==> config.mk <==
export PLATFORM = sky130hd
export DESIGN_NAME = lsf_histogram_accum
export DESIGN_NICKNAME = d
export VERILOG_FILES = /design/src/rtl/lsf_histogram_accum.sv
export SDC_FILE = /design/constraint.sdc
export NUM_CORES = 1
export LEC_CHECK = 0
export CAP_MARGIN = 15
export CORE_UTILIZATION = 55
export CTS_BUF_LIST = sky130_fd_sc_hd__clkbuf_4 sky130_fd_sc_hd__clkbuf_8
export CTS_CLUSTER_DIAMETER = 200
export DETAILED_ROUTE_END_ITERATION = 10
export PLACE_DENSITY = 0.74
export RECOVER_POWER = 25
export SLEW_MARGIN = 20
export SYNTH_ARGS = -nofsm -noshare
export SYNTH_HDL_FRONTEND = slang
export SYNTH_SLANG_ARGS = --single-unit
==> constraint.sdc <==
create_clock -name clk -period 5.27 [get_ports clk]
set_input_delay 0.527 -clock clk [delete_from_list [all_inputs] [get_ports clk]]
set_output_delay 0.527 -clock clk [all_outputs]
set_load 0.02 [all_outputs]
==> src/rtl/lsf_histogram_accum.sv <==
// LSF r-bin histogram accumulator: lazily-cleared bin counts, running maximum,
// and a drain mode that streams every non-empty bin before auto-clearing.
module lsf_histogram_accum #(
  parameter int N_BINS   = 128,
  parameter int BIN_W    = $clog2(N_BINS),
  parameter int CNT_W    = 4,
  parameter bit SATURATE = 1'b1
) (
  input  logic                   clk,
  input  logic                   rst_n,
  input  logic                   enable,
  input  logic                   clear,
  input  logic [BIN_W:0]         bin_tdata,
  input  logic                   bin_tvalid,
  output logic                   bin_tready,
  input  logic                   drain_start,
  output logic [BIN_W+CNT_W-1:0] rd_tdata,
  output logic                   rd_tvalid,
  input  logic                   rd_tready,
  output logic                   drain_done,
  output logic [BIN_W-1:0]       max_bin,
  output logic [CNT_W-1:0]       max_count,
  output logic                   max_vld
);
  typedef enum logic [1:0] {ACCUM, FLUSH, DRAIN} state_t;
  localparam logic [CNT_W-1:0] CNT_MAX = '1;

  state_t            state;
  logic              rdy_q;
  logic [CNT_W-1:0]  mem [N_BINS];
  logic [N_BINS-1:0] vflag;

  // one registered read port, shared by the hit path (ACCUM) and the drain scan
  logic [BIN_W-1:0]  rd_addr;
  logic [CNT_W-1:0]  rdq_cnt;
  logic              rdq_flag;

  logic [2:1]        vld_pipe;
  logic [BIN_W-1:0]  s1_bin, s2_bin;
  logic [CNT_W-1:0]  s2_cnt, s1_new, base_cnt;
  logic              s0_hit, fwd, base_flag, wr_en;

  logic [BIN_W-1:0]  scan_idx, p1_bin;
  logic              scan_act, p1_v, out_hold, drain_end;

  assign bin_tready = enable && rdy_q;
  assign s0_hit     = bin_tvalid && bin_tready && !bin_tdata[BIN_W];
  assign rd_addr    = (state == DRAIN) ? scan_idx : bin_tdata[BIN_W-1:0];
  assign out_hold   = rd_tvalid && !rd_tready;
  assign drain_end  = (state == DRAIN) && !scan_act && !p1_v && (!rd_tvalid || rd_tready);
  assign wr_en      = enable && vld_pipe[1] && !clear;

  // The S1 read raced the write of the hit now in S2; take its value instead.
  assign fwd = vld_pipe[2] && (s2_bin == s1_bin);

  always_comb begin
    base_cnt  = fwd ? s2_cnt : rdq_cnt;
    base_flag = fwd || rdq_flag;
    if (!base_flag)
      s1_new = CNT_W'(1);
    else if (SATURATE && base_cnt == CNT_MAX)
      s1_new = base_cnt;
    else
      s1_new = base_cnt + CNT_W'(1);
  end

  always_ff @(posedge clk) begin
    if (wr_en) mem[s1_bin] <= s1_new;
  end

  always_ff @(posedge clk or negedge rst_n) begin
    if (!rst_n)
      vflag <= '0;
    else if (enable) begin
      if (clear || drain_end) vflag <= '0;
      else if (vld_pipe[1])   vflag[s1_bin] <= 1'b1;
    end
  end

  always_ff @(posedge clk or negedge rst_n) begin
    if (!rst_n) begin
      state      <= ACCUM;
      rdy_q      <= 1'b0;
      vld_pipe   <= '0;
      s1_bin     <= '0;
      s2_bin     <= '0;
      s2_cnt     <= '0;
      rdq_cnt    <= '0;
      rdq_flag   <= 1'b0;
      scan_idx   <= '0;
      scan_act   <= 1'b0;
      p1_v       <= 1'b0;
      p1_bin     <= '0;
      rd_tvalid  <= 1'b0;
      rd_tdata   <= '0;
      drain_done <= 1'b0;
      max_bin    <= '0;
      max_count  <= '0;
      max_vld    <= 1'b0;
    end else if (enable) begin
      vld_pipe[1] <= s0_hit;
      vld_pipe[2] <= vld_pipe[1] && !clear;
      s1_bin      <= bin_tdata[BIN_W-1:0];
      s2_bin      <= s1_bin;
      s2_cnt      <= s1_new;
      if (state != DRAIN || !out_hold) begin
        rdq_cnt  <= mem[rd_addr];
        rdq_flag <= vflag[rd_addr] && !clear;
      end

      max_vld    <= 1'b0;
      drain_done <= 1'b0;
      if (clear || drain_end) begin
        max_bin   <= '0;
        max_count <= '0;
      end else if (vld_pipe[2] && s2_cnt > max_count) begin
        max_bin   <= s2_bin;
        max_count <= s2_cnt;
        max_vld   <= 1'b1;
      end

      case (state)
        ACCUM: begin
          if (drain_start && !clear) begin
            state <= FLUSH;
            rdy_q <= 1'b0;
          end else
            rdy_q <= 1'b1;
        end
        // only S1 still owes a memory write; S2 just updates the max
        FLUSH: begin
          if (clear) begin
            state <= ACCUM;
            rdy_q <= 1'b1;
          end else if (!vld_pipe[1]) begin
            state    <= DRAIN;
            scan_idx <= '0;
            scan_act <= 1'b1;
            p1_v     <= 1'b0;
          end
        end
        DRAIN: begin
          if (clear || drain_end) begin
            state      <= ACCUM;
            rdy_q      <= 1'b1;
            scan_act   <= 1'b0;
            p1_v       <= 1'b0;
            rd_tvalid  <= 1'b0;
            drain_done <= drain_end && !clear;
          end else if (!out_hold) begin
            p1_v      <= scan_act;
            p1_bin    <= scan_idx;
            rd_tvalid <= p1_v && rdq_flag;
            rd_tdata  <= {p1_bin, rdq_cnt};
            if (scan_act) begin
              scan_idx <= scan_idx + 1'b1;
              if (scan_idx == BIN_W'(N_BINS - 1)) scan_act <= 1'b0;
            end
          end
        end
        default: state <= ACCUM;
      endcase
    end
  end
endmodule

==> impl_metrics.csv <==
group,metric,value,unit
setup_path,timing.critical_path.required,5.86,ns
timing,finalCriticalPeriod,4.29,ns
clock_network,clk_path_buf_depth,3,
floorplanning,initial_utilization,55.8,%
layout,finalNetCount,2454,
setup_path,regToRegSetupSlack,0.98,ns
layout,layout-drive-gt1-share,13.5,%
clock_network,postCtsSetupBuffers,0,
routing,drt_pass1_iterations,6,
global_route,grt.met2_usage,44.1,%
global_route,grt_overflow_total,0,
power,pwr_density_cell,424,mW/mm²
setup_path,critPathMostFrequentCell,"sky130_fd_sc_hd__buf_4",
floorplanning,coreArea,0.0540,mm²
min_path,min_path_type,"in2reg",
timing,max-slew-margin-rel,-86.1,%
clock_network,cts.repair.resized,0,
setup_path,critPathCaptureType,"flop",
timing,clock_skew,0.0372,ns
layout,final_core_util,61.9,%
floorplanning,rows,85,
layout,layout.cells.most_common,"sky130_fd_sc_hd__edfxtp_1",
synth,synthCells,2371,
placed_design,numPortBuffers,40,
setup_path,critical_path.cell_chain,"inv_1 -> ha_2 -> buf_4 -> mux2_4 -> buf_4 -> mux4_2 -> a2111oi_0 -> nor3_1 -> a31oi_1 -> o31ai_2",
clock_network,cts_made_buffers,109,
synth,post_synthesis_cell_area,0.0301,mm²
setup_path,startpoint_type,"flop",
placed_design,dpl.cell_count,3012,
global_route,number_of_global_route_vias_before_repair,20300,
floorplanning,chipWidth,236,µm
layout,area.sequential,0.0203,mm²
placed_design,place.gp.congestion,0.908,
setup_path,critical_path.max_fanout,45,
global_route,grtUsageTotal,28.4,%
layout,area_delta_synth_final,11.0,%
outcome,failing_checks,"capacitance limit, slew limit",
synth,async_reset_ff_share,27.8,%
timing,max_slew.worst_pin.slew,2.79,ns
power,worst_ir_drop_vdd,0.245,mV
layout,post_route_non_filler_standard_cell_count,3219,
layout,layout.cells.most_common_list,"512 x sky130_fd_sc_hd__edfxtp_1, 360 x sky130_fd_sc_hd__nand2_1, 296 x sky130_fd_sc_hd__nor2_1, 216 x sky130_fd_sc_hd__a21oi_1, 197 x sky130_fd_sc_hd__dfrtp_1",
layout,num-fill-cells,4001,
synth,synthesis.area_per_instance,12.7,µm²
setup_path,timing.critical_path.slowest_cell_delay,0.70,ns
job,drv.max_cap_violation_count,5,
outcome,status,"complete, but fails checks",
timing,min_period_over_period,81.4,%
routing,drc_errors,0,
floorplanning,dieArea,0.0557,mm²
synth,yosysSeqAreaShare,67.4,%
routing,detail_route.vias_per_cell,6.32,
routing,postRouteWirelength,77900,µm
global_route,grt_start_max_net_pins,129,
global_route,number_of_antenna_violations_at_the_first_check_in_global_routing,2,
clock_network,cts_tree,"built",
timing,fmax,0.233,GHz
floorplanning,ios,41,
setup_path,critical_path.slowest_cell,"sky130_fd_sc_hd__a2111oi_0",
floorplanning,die_h,236,µm
timing,finalSetupViolCount,0,
power,leakage,12.5,nW
placed_design,post-dp-hpwl,46000,µm
synth,post_synthesis_net_count,2396,
timing,grt_setup_unrepaired,"no",
global_route,highest_utilization_routing_layer_at_the_global_route_stage,"met2",
layout,multi_input_area,0.00907,mm²
setup_path,worstPathArrival,4.88,ns
synth,synth.yosys.warnings,0,
global_route,grt_use_met3,5.97,%
routing,route.vias.total,20400,
global_route,grt_first_pass_wirelength,120000,µm
synth,ys_dominant_reg_cell,"sky130_fd_sc_hd__edfxtp_1",
routing,drtAntennaViolNets,0,
routing,wl_per_cell,24.2,µm
routing,drtIter0Drc,2296,
timing,timing.setup.tns,0,ns
clock_network,clkSinkCount,709,
clock_network,clk_pin_slew_worst_paths,0.06,ns
timing,final-hold-violation-count,0,
global_route,grt.met1_usage,39.1,%
clock_network,ctsHtreeMaxLevel,3,
synth,synth-edff-count,512,
synth,synth_cell_type_count,73,
timing,final-max-slew-violation-count,178,
clock_network,clk-insertion-delay-late,0.72,ns
setup_path,setup.worst_path.class,"reg2reg",
synth,ys_seq_elements,709,
clock_network,clk_root_buffer_cell,"sky130_fd_sc_hd__clkbuf_8",
[synth_stat cells, types with 19 or more instances]
cell                        count  area [µm²]
sky130_fd_sc_hd__a2111oi_0     19         166
sky130_fd_sc_hd__a211oi_1      19         143
sky130_fd_sc_hd__a21oi_1      216        1080
sky130_fd_sc_hd__buf_2         38         190
sky130_fd_sc_hd__clkbuf_1      85         319
sky130_fd_sc_hd__dfrtp_1      197        4930
sky130_fd_sc_hd__edfxtp_1     512       15400
sky130_fd_sc_hd__mux2_2        37         417
sky130_fd_sc_hd__mux2i_1      121        1210
sky130_fd_sc_hd__mux4_2        28         631
sky130_fd_sc_hd__nand2_1      360        1350
sky130_fd_sc_hd__nand3_1      121         606
sky130_fd_sc_hd__nor2_1       298        1120
sky130_fd_sc_hd__nor3_1        29         145
sky130_fd_sc_hd__o21ai_0       27         135
[routing by layer]
| layer | wire length [µm] | vias to the layer above |
|---|---|---|
| li1 | - | 8830 |
| met3 | 8350 | 212 |
| met1 | 30800 | 10100 |
| met5 | 0 | - |
| met2 | 36100 | 1233 |
| met4 | 2660 | 0 |
[worst paths after layout]
| kind | startpoint | end | cells past startpoint |
|---|---|---|---|
| worst max-delay path | state[0]$_DFFE_PN0P_ | rdq_cnt[0]$_DFFE_PN0P_ | 10 |
| worst min-delay path | bin_tvalid | vld_pipe[1]$_DFFE_PN0P_ | 3 |
| worst max register to register | state[0]$_DFFE_PN0P_ | rdq_cnt[0]$_DFFE_PN0P_ | 10 |
| worst min register to register | rd_tdata[0]$_DFFE_PN0P_ | rd_tdata[0]$_DFFE_PN0P_ | 1 |
| max in group asynchronous | rst_n | vflag[113]$_DFFE_PN0P_ | 3 |
| min in group asynchronous | rst_n | max_count[0]$_DFFE_PN0P_ | 2 |
[area by class of cell]
type / count / area share [%]
clock inverter: 45 / 0.857
timing repair buffer: 97 / 2.72
antenna: 1 / 0.00748
clock buffer: 159 / 5.85
sequential: 709 / 60.7
multi-input combinational: 1498 / 27.1
tap: 696 / 2.60
inverter: 14 / 0.157
[per-stage QoR]
stage | cell area [µm²] | worst slack (ns) | hold WS, ns | power, mW
after detailed placement | 31200 | 1.08 | 0.479 | 9.57
after CTS | 33400 | 1.08 | 0.427 | 14.2
final | 33500 | 0.979 | 0.469 | 14.2
after global placement | 31200 | 1.19 | 0.458 | 9.50
after floorplan | 30100 | 0.968 | 0.231 | 8.56
after global routing | 33400 | 0.905 | 0.495 | 14.7
[registers in the layout (all words and copies together) (netlist names)]
name / count
rdq_cnt: 4
max_vld: 1
mem: 512
max_bin: 7
s1_bin: 7
max_count: 4
p1_bin: 7
scan_idx: 7
vld_pipe: 2
rdq_flag: 1
rdy_q: 1
s2_bin: 7
rd_tdata: 11
s2_cnt: 4
drain_done: 1
scan_act: 1
state: 2
p1_v: 1
vflag: 128
rd_tvalid: 1
[critical path, delay by kind of cell (launching register included)]
| family | cells | cell delay [ns] |
|---|---|---|
| compound gates | 3 | 1.04 |
| fa+ha+maj | 1 | 0.50 |
| simple gates | 1 | 0.18 |
| mux | 2 | 1.03 |
| buf+inv | 3 | 0.97 |
| flops | 1 | 0.42 |
[power breakdown]
group | leakage, nW | internal, mW | total (mW) | switching, mW
registers | 7.34 | 6.31 | 6.48 | 0.166
clock network | 1.20 | 2.53 | 4.67 | 2.14
logic | 3.92 | 0.967 | 3.04 | 2.08
total | 12.5 | 9.81 | 14.2 | 4.38
[cells by family (layout without fill, tap and decap cells)]
logic type,Yosys count,in the layout,share of synthesized area (%)
other,0,1,0
AOI/OAI and AO/OA,399,399,8.43
adders and majority gates,10,10,0.415
xor gates and xnor gates,12,12,0.349
muxes,199,199,8.35
buffers and inverters,164,315,2.84
and+or+nand+nor,878,878,12.2
DFF,709,709,67.4
[what timing repair did]
| action | in CTS | in global routing |
|---|---|---|
| endpoints found under the hold margin | 107 | 0 |
| hold buffers | 1 | 0 |
| endpoints found under the setup margin | 0 | 0 |
No activity file was read; power rests on OpenSTA's default activity.
